$ cat src/rtl/alu_pipe_seq.sv
// Clocked ALU with valid/ready handshake. Single-cycle ADD/SUB/logic/shift ops and an
// iterative shift-add multiply (one multiplier bit per cycle). Result and flags are
// registered and held until the consumer takes them.
module alu_pipe_seq #(
   parameter int unsigned WIDTH = 16
) (
   input  logic             clk,
   input  logic             rst,
   input  logic             in_valid,
   output logic             in_ready,
   input  logic [WIDTH-1:0] inA,
   input  logic [WIDTH-1:0] inB,
   input  logic             inC,
   input  logic [2:0]       opc,
   output logic             out_valid,
   input  logic             out_ready,
   output logic [WIDTH-1:0] w,
   output logic             zer,
   output logic             neg,
   output logic             cout,
   output logic             ovf
);

   localparam int unsigned SW = $clog2(WIDTH);
   localparam int unsigned CW = $clog2(WIDTH + 1);
   localparam logic [CW-1:0] CntLast = CW'(WIDTH);

   localparam logic [2:0] OpAdd = 3'b000;
   localparam logic [2:0] OpSub = 3'b001;
   localparam logic [2:0] OpAnd = 3'b010;
   localparam logic [2:0] OpOr  = 3'b011;
   localparam logic [2:0] OpXor = 3'b100;
   localparam logic [2:0] OpShl = 3'b101;
   localparam logic [2:0] OpSra = 3'b110;
   localparam logic [2:0] OpMul = 3'b111;

   typedef enum logic [1:0] {StIdle, StMul, StDone} state_e;

   state_e               state_q;
   logic                 out_valid_q;
   logic [WIDTH-1:0]     w_q;
   logic                 zer_q, neg_q, cout_q, ovf_q;
   logic [2*WIDTH-1:0]   acc_q;
   logic [2*WIDTH-1:0]   mcand_q;
   logic [WIDTH-1:0]     mplier_q;
   logic [CW-1:0]        cnt_q;

   logic [WIDTH-1:0]     res_w;
   logic                 res_c;
   logic                 res_v;
   logic [WIDTH:0]       sum;
   logic signed [WIDTH:0] sra_ext;
   logic [SW-1:0]        sh_amt;
   logic [2*WIDTH-1:0]   acc_nxt;

   assign in_ready  = (state_q == StIdle);
   assign out_valid = out_valid_q;
   assign w         = w_q;
   assign zer       = zer_q;
   assign neg       = neg_q;
   assign cout      = cout_q;
   assign ovf       = ovf_q;

   assign sh_amt  = inB[SW-1:0];
   // Add the shifted multiplicand when the current multiplier LSB is set.
   assign acc_nxt = mplier_q[0] ? (acc_q + mcand_q) : acc_q;

   // Single-cycle result and flags from the live inputs; used only at the accept edge.
   always_comb begin
      res_w   = '0;
      res_c   = 1'b0;
      res_v   = 1'b0;
      sum     = '0;
      sra_ext = '0;
      unique case (opc)
         OpAdd: begin
            sum   = {1'b0, inA} + {1'b0, inB} + {{WIDTH{1'b0}}, inC};
            res_w = sum[WIDTH-1:0];
            res_c = sum[WIDTH];
            res_v = (inA[WIDTH-1] == inB[WIDTH-1]) && (res_w[WIDTH-1] != inA[WIDTH-1]);
         end
         OpSub: begin
            // Top bit of the widened difference is the borrow.
            sum   = {1'b0, inA} - {1'b0, inB} - {{WIDTH{1'b0}}, inC};
            res_w = sum[WIDTH-1:0];
            res_c = sum[WIDTH];
            res_v = (inA[WIDTH-1] != inB[WIDTH-1]) && (res_w[WIDTH-1] != inA[WIDTH-1]);
         end
         OpAnd: res_w = inA & inB;
         OpOr:  res_w = inA | inB;
         OpXor: res_w = inA ^ inB;
         OpShl: {res_c, res_w} = {1'b0, inA} << sh_amt;
         OpSra: begin
            // Extra guard bit below the LSB catches the last bit shifted out.
            sra_ext        = $signed({inA, 1'b0}) >>> sh_amt;
            {res_w, res_c} = sra_ext;
         end
         OpMul: res_w = '0;
         default: res_w = '0;
      endcase
   end

   // Control FSM, multiply datapath and registered result/flags.
   always_ff @(posedge clk) begin
      if (rst) begin
         state_q     <= StIdle;
         out_valid_q <= 1'b0;
         w_q         <= '0;
         zer_q       <= 1'b0;
         neg_q       <= 1'b0;
         cout_q      <= 1'b0;
         ovf_q       <= 1'b0;
         acc_q       <= '0;
         mcand_q     <= '0;
         mplier_q    <= '0;
         cnt_q       <= '0;
      end else begin
         unique case (state_q)
            StIdle: begin
               if (in_valid) begin
                  if (opc == OpMul) begin
                     acc_q    <= '0;
                     mcand_q  <= {{WIDTH{1'b0}}, inA};
                     mplier_q <= inB;
                     cnt_q    <= '0;
                     state_q  <= StMul;
                  end else begin
                     w_q         <= res_w;
                     zer_q       <= (res_w == '0);
                     neg_q       <= res_w[WIDTH-1];
                     cout_q      <= res_c;
                     ovf_q       <= res_v;
                     out_valid_q <= 1'b1;
                     state_q     <= StDone;
                  end
               end
            end
            StMul: begin
               if (cnt_q == CntLast) begin
                  w_q         <= acc_q[WIDTH-1:0];
                  zer_q       <= (acc_q[WIDTH-1:0] == '0);
                  neg_q       <= acc_q[WIDTH-1];
                  cout_q      <= |acc_q[2*WIDTH-1:WIDTH];
                  ovf_q       <= 1'b0;
                  out_valid_q <= 1'b1;
                  state_q     <= StDone;
               end else begin
                  acc_q    <= acc_nxt;
                  mcand_q  <= mcand_q << 1;
                  mplier_q <= mplier_q >> 1;
                  cnt_q    <= cnt_q + 1'b1;
               end
            end
            StDone: begin
               if (out_ready) begin
                  out_valid_q <= 1'b0;
                  state_q     <= StIdle;
               end
            end
            default: state_q <= StIdle;
         endcase
      end
   end

endmodule

$ cat config.mk
export PLATFORM = sky130hd
export DESIGN_NAME = alu_pipe_seq
export DESIGN_NICKNAME = d
export VERILOG_FILES = /design/src/rtl/alu_pipe_seq.sv
export SDC_FILE = /design/constraint.sdc
export NUM_CORES = 1
export LEC_CHECK = 0
export ABC_AREA = 0
export BUFFER_PORTS_ARGS = -buffer_cell sky130_fd_sc_hd__buf_2
export CORE_MARGIN = 5
export CORE_UTILIZATION = 49
export DETAILED_ROUTE_END_ITERATION = 8
export PLACE_DENSITY = 0.76
export SLEW_MARGIN = 10
export SYNTH_ARGS = -nofsm -noshare
export SYNTH_HDL_FRONTEND = slang
export SYNTH_SLANG_ARGS = --single-unit
$ cat constraint.sdc
create_clock -name clk -period 4.8 [get_ports clk]
set_input_delay 0.24 -clock clk [delete_from_list [all_inputs] [get_ports clk]]
set_output_delay 0.24 -clock clk [all_outputs]
set_load 0.01 [all_outputs]
==> reports/qor.yml, run 1 <==
logic_synthesis:
  synth_xor_area_share_pct: 3.746
  synth_area_leaders: "dfxtp_1 (21%), ha_1 (12%), nand2_1 (7.1%)"
  ys_seq_area_share_pct: 20.82
  yosysUniqueCellTypes: 89
  synthTopCellsByCount: "nand2_1 (195), nor2_1 (150), a21oi_1 (119), dfxtp_1 (107), ha_1 (96)"
  yosys.area.top_type: "dfxtp_1"
  synth_compound_area_share_pct: 27.67
  synth_ff_type: "dfxtp_1"
  synth_edf_count: 0
  ys_warn_count: 0
  synth_top_family_by_area: "compound AO/OA/AOI/OAI gates"
  ys_ff_latch: 107
  yosysTopAreaCellShare_pct: 20.82
  synthSimpleGateAreaFrac_pct: 21.26
  syn_nets: 1507
  synth_cells: 1366
  syn-cell-area_mm2: 0.01029
  async_flop_share_pct: 0
  synthMuxAreaShare_pct: 7.407
  synth_fa_ha_area_share_pct: 12.65
  avgSynthCellArea_um2: 7.531
  yosysMostFrequentCell: "nand2_1"
cts:
  cts.clk_slew.worst_paths_ps: 70
  cts_root_buf: "clkbuf_16"
  post_cts_buffers: 0
  cts.sink_count: 107
  clk_latency_ps: 370
  cts_resized: 0
  clock_path_buffers: 2
  numCtsBuffers: 9
  htree_levels: 3
  cts_tree: "built"
  cts_hold_buf: 0
floorplan:
  die_h_um: 154.9
  coreArea_mm2: 0.02082
  rows: 53
  ios: 62
  dieArea_mm2: 0.02399
  die-width_um: 154.9
  initial_utilization_pct: 49.41
flow_run:
  cap_violations: 0
final_layout:
  final_nets: 1510
  num_antenna_cells: 0
  drive_gt1_share_pct: 10.92
  area_growth_syn_to_layout_pct: 7.382
drt:
  routed_via_density: 6.385
  wl_um: 34990
  vias: 10530
  dr.pass1.iters: 6
  first_iter_violations: 994
  wire_per_inst_um: 21.22
  drt.antenna.violating_nets: 0
  drc: 0
pwr:
  finalPower_mw: 2.840
  powerDensity_mw_per_mm2: 257.1
  peakVddDrop_v: 0.0001429
  p_leak_nw: 4.620
global_routing:
  grt_overflow: 0
  grt_max_degree: 72
  track_usage_pct: 28.61
  grt_pass1_wl_um: 54970
  antenna_found_initial: 0
  grt_pass1_vias: 9801
worst_setup_path:
  crit_required_ps: 5080
  arrival_ps: 4170
  start_kind: "input pin"
  critical_path_peak_fanout: 13
  crit_path_cell_trace: "buf_2, inv_1, ha_1, ha_1, or3_1, o22ai_1, o21ba_2, o21ai_0, a41o_1, a221oi_1, o211ai_1, or4b_1, a311oi_2"
  critPathSlowestCell: "or4b_1"
  crit_path_frequent_cell: "ha_1"
  slowest_delay_ps: 590
  critPathCaptureType: "flop"
  critPathKind: "input pin to flop"
sta:
  max-slew-margin-rel_pct: 42.86
  rsz0062_at_grt: "false"
  setup_viol: 0
  setup-tns-final_ps: 0
  tightest_slew_ps: 857.1
  finalCritPeriodShare_pct: 81.07
  slew_violations: 0
  period_needed_ps: 3891
  max_freq_mhz: 257.0
  clock-skew-final_ps: 10.35
  hold_violations: 0
placed_design:
  gp_congestion: 1.033
  place_hpwl_um: 26750
  portBuffers: 61
status:
  status: "finished, final reports clean"
hold_path:
  hold_path_class: "input pin to flop"
[per-layer routing]
layer | global-route usage (%) | wire length (µm) | vias to the layer above
li1 | - | - | 4984
met1 | 40.87 | 15460 | 4933
met2 | 42.72 | 14900 | 557
met3 | 7.900 | 3860 | 55
met4 | 7.233 | 764 | 0
met5 | 0 | 0 | -
[final cells by class]
cell class	count	area [µm²]
clock buffer	10	239.0
clock inverter	6	56.30
fill	2036	9776
inverter	76	285.3
multi-input combinational	1091	7502
sequential	107	2142
tap	275	344.1
timing repair buffer	84	478.0
[layout by cell type, fill, tap and decap left out, types with 5 or more instances in the layout]
| cell | synthesis | final |
|---|---|---|
| nor2_1 | 150 | 149 |
| ha_1 | 96 | 96 |
| a311oi_1 | 34 | 34 |
| a221oi_1 | 13 | 13 |
| inv_1 | 73 | 73 |
| a211oi_1 | 21 | 21 |
| o211ai_1 | 15 | 15 |
| a22oi_1 | 26 | 26 |
| a21oi_1 | 119 | 118 |
| o22ai_1 | 9 | 9 |
| nand2b_1 | 12 | 11 |
| a21o_1 | 21 | 21 |
| nand4_1 | 9 | 9 |
| a31oi_1 | 5 | 5 |
| o21ai_0 | 57 | 57 |
| buf_2 | 11 | 61 |
| nor4_1 | 15 | 15 |
| mux2i_1 | 21 | 21 |
| a31o_2 | 5 | 5 |
| fa_1 | 5 | 5 |
| buf_4 | 1 | 23 |
| dfxtp_1 | 107 | 107 |
| nand2_1 | 195 | 195 |
| a211o_1 | 6 | 6 |
| xnor2_1 | 30 | 30 |
| or3_1 | 8 | 8 |
| o221ai_1 | 7 | 7 |
| clkbuf_16 | 0 | 9 |
| nor3_1 | 23 | 23 |
| and3_1 | 10 | 10 |
| o311ai_0 | 5 | 5 |
| nor2b_1 | 9 | 9 |
| nand3_1 | 26 | 26 |
| or2_2 | 5 | 5 |
| o21a_1 | 16 | 16 |
| xor2_1 | 14 | 14 |
| mux4_2 | 23 | 23 |
[registers in the layout, indices dropped and copies added (netlist names)]
name,cells
ovf,1
out_valid,1
zer,1
state_q,2
mplier_q,16
cnt_q,5
cout,1
acc_q,32
mcand_q,32
w,16
[report_power, final]
part	leakage, nW	switching (mW)	internal [mW]
Clock	0.143	0.368	0.378
Sequential	0.870	0.0509	0.955
Combinational	3.61	0.696	0.392
[path summary, 6_finish.rpt]
check	startpoint	to	slack, ps	cells after the start
max	inA[4]	zer	910	13
min	out_ready	state_q[1]	170	3
max reg2reg	acc_q[0]	acc_q[30]	960	12
min reg2reg	w[13]	w[13]	450	2
[stage by stage]
| stage | instances | utilization (%) | hold WS (ps) | worst slack (ps) | area [µm²] |
|---|---|---|---|---|---|
| after CTS | 1649 | 53.05 | 150.8 | 952.3 | 11050 |
| after detailed placement | 1633 | 51.63 | 447.4 | 579.8 | 10750 |
| after floorplan | 1366 | - | 391.9 | 629.4 | 10290 |
| final | 1649 | 53.05 | 166.8 | 908.8 | 11050 |
| after global placement | 1633 | 51.63 | 437.6 | 546.1 | 10750 |
| after global routing | 1649 | 53.05 | 174.6 | 696.7 | 11050 |
[cell families after synthesis]
kind of cell / after synthesis
compound gates: 412
xor+xnor: 44
fa+ha+maj: 101
buf+inv: 168
flops: 107
mux: 47
simple gates: 487
[worst max-delay path, delay by kind of cell]
kind,cells,cell delay (ps)
compound gates,7,1940
simple gates,2,940
fa+ha+maj,2,730
buf+inv,2,330
No activity file was read; power rests on OpenSTA's default activity.
==> inputs of run 2 (changes only) <==
--- a/config.mk
+++ b/config.mk
@@ -5,7 +5,7 @@
 export SDC_FILE = /design/constraint.sdc
 export NUM_CORES = 1
 export LEC_CHECK = 0
-export ABC_AREA = 0
+export ABC_AREA = 1
 export BUFFER_PORTS_ARGS = -buffer_cell sky130_fd_sc_hd__buf_2
 export CORE_MARGIN = 5
 export CORE_UTILIZATION = 49
==> constraint.sdc (replaced) <==
create_clock -name clk -period 3.9 [get_ports clk]
set_input_delay 0.195 -clock clk [delete_from_list [all_inputs] [get_ports clk]]
set_output_delay 0.195 -clock clk [all_outputs]
set_load 0.01 [all_outputs]
==> reports/qor.yml, run 2 <==
sta:
  finalCritPeriodShare_pct: 75.63
  whs_ps: 145.9
  hold_violations: 0
  setup-tns-final_ps: 0
  slew_violations: 0
  tightest_slew_ps: 1083
  setup_viol: 0
  max-slew-margin-rel_pct: 27.42
  rsz0062_at_grt: "false"
  period_needed_ps: 2950
  clock-skew-final_ps: 9.065
  max_freq_mhz: 339.0
pwr:
  powerDensity_mw_per_mm2: 315.5
  p_seq_share_pct: 35.9
  switching_share_pct: 41.73
  p_leak_nw: 5.509
  p_comb_share_pct: 38.6
  clockPowerShare_pct: 25.5
  finalPower_mw: 3.566
  peakVddDrop_v: 0.0002219
  intPower_mw: 2.078
  power.switching_mw: 1.488
final_layout:
  final_cells: 2073
  area_growth_syn_to_layout_pct: 6.937
  final_cell_mix: "nand2_1 (519), nand3_1 (212), inv_1 (180), a21oi_1 (159), nor2_1 (131)"
  num_antenna_cells: 0
  design_area_mm2: 0.01130
  n_fill_cell: 2241
  drive_gt1_share_pct: 7.397
  reg_top3: "acc_q: 32 flops, mcand_q: 32 flops"
  layout_commonest_cell: "nand2_1"
  final_nets: 1935
drt:
  routed_via_density: 5.872
  wire_per_inst_um: 18.83
  wl_um: 39030
  drt.antenna.violating_nets: 0
  first_iter_violations: 1314
  dr.pass1.iters: 6
  vias: 12170
  drc: 0
floorplan:
  dieArea_mm2: 0.02461
  coreArea_mm2: 0.02115
  initial_utilization_pct: 49.96
  die_h_um: 156.9
  ios: 62
  die-width_um: 156.9
  rows: 53
worst_setup_path:
  slowest_delay_ps: 590
  critPathCaptureType: "flop"
  arrival_ps: 3170
  critPathSlowestCell: "buf_4"
  crit_path_frequent_cell: "inv_2"
  crit_path_cell_trace: "inv_2, nor2_4, inv_2, or2_1, nand3_2, inv_2, buf_4, nand4_1, xor2_1, nor2_1"
  critPathKind: "flop to flop"
  start_kind: "flop"
  r2r_slack_ps: 950
  critical_path_peak_fanout: 80
  crit_required_ps: 4120
cts:
  htree_levels: 3
  cts_tree: "built"
  cts_resized: 0
  cts.clk_slew.worst_paths_ps: 80
  cts_hold_buf: 0
  cts.sink_count: 107
  cts_root_buf: "clkbuf_16"
  post_cts_buffers: 0
  clock_path_buffers: 2
  numCtsBuffers: 9
  clk_latency_ps: 360
logic_synthesis:
  synth_cells: 1775
  yosysMostFrequentCell: "nand2_1"
  ys_seq_area_share_pct: 20.27
  avgSynthCellArea_um2: 5.954
  yosysTopAreaCellShare_pct: 20.27
  syn-cell-area_mm2: 0.01057
  synthTopCellsByCount: "nand2_1 (519), nand3_1 (212), inv_1 (180), a21oi_1 (159), nor2_1 (131)"
  synth_ff_type: "dfxtp_1"
  synth_area_leaders: "dfxtp_1 (20%), nand2_1 (18%), ha_1 (11%)"
  ys_warn_count: 0
  yosys.area.top_type: "dfxtp_1"
  synth_edf_count: 0
  ys_ff_latch: 107
  syn_nets: 1916
  async_flop_share_pct: 0
  yosysUniqueCellTypes: 49
global_routing:
  grt_max_degree: 81
  track_usage_pct: 31.29
  antenna_found_initial: 0
  grt_overflow: 0
  grt_pass1_wl_um: 60930
  grt_pass1_vias: 11140
placed_design:
  portBuffers: 61
  dpl_cell_area_mm2: 0.01102
  place_hpwl_um: 30750
  gp_congestion: 1.036
  dpl.cell_count: 2058
hold_path:
  hold_path_class: "input pin to flop"
flow_run:
  cap_violations: 0
status:
  status: "finished, final reports clean"
## run 2: cell count changes after synthesis, sizes merged, moves of 25 or more
cell,change
a22oi,-27
xnor2,-25
nand3,+189
inv,+122
a31oi,+29
clkbuf,-39
a311oi,-34
a21oi,+42
o21ai,+43
nand2,+330
## run 2: path summary, 6_finish.rpt
check | endpoint | depth (start not counted) | start
min reg2reg | w[7] | 2 | w[7]
min | mplier_q[8] | 3 | inB[8]
max reg2reg | cnt_q[3] | 10 | state_q[0]
max | cnt_q[3] | 10 | state_q[0]
## run 2: layout make-up
class / count / area, µm² / area share (%)
clock inverter: 5 / 46.29 / 0.4096
inverter: 196 / 735.7 / 6.509
sequential: 107 / 2142 / 18.95
timing repair buffer: 77 / 425.4 / 3.764
multi-input combinational: 1403 / 7370 / 65.21
clock buffer: 10 / 239.0 / 2.114
tap: 275 / 344.1 / 3.044
## run 2: layer usage
metal	routed length [µm]	GRT usage [%]	up-vias
met5	0	0	-
li1	-	-	5941
met2	16350	46.57	596
met1	17890	46.49	5573
met4	994	8.223	0
met3	3804	5.503	62
## run 2: stage by stage
stage,utilization (%),worst slack [ps]
after CTS,53.43,983.9
final,53.43,950.5
after detailed placement,52.08,753.9
after global placement,52.08,802.5
after floorplan,-,1449
after global routing,53.43,675.8
## run 2: cell families after synthesis
logic type / share of synthesized area (%)
simple gates: 38.31
compound gates: 18.11
buf+inv: 10.00
flops: 20.27
fa+ha+maj: 12.31
xor+xnor: 0.9944
## run 2: power by group through the flow
stage	clock network, mW	logic, mW	registers (mW)
finish	0.909	1.38	1.28
detailed placement	0	1.34	1.30
CTS	0.921	1.35	1.28
floorplan	0	0.919	1.30
global placement	0	1.32	1.30
global route	0.966	1.52	1.29
## run 2: worst max-delay path, delay by kind of cell (launching register included)
family,cells,cell delay (ps)
flip-flops,1,380
buffers and inverters,4,1490
XOR/XNOR,1,180
AND/OR/NAND/NOR,5,740
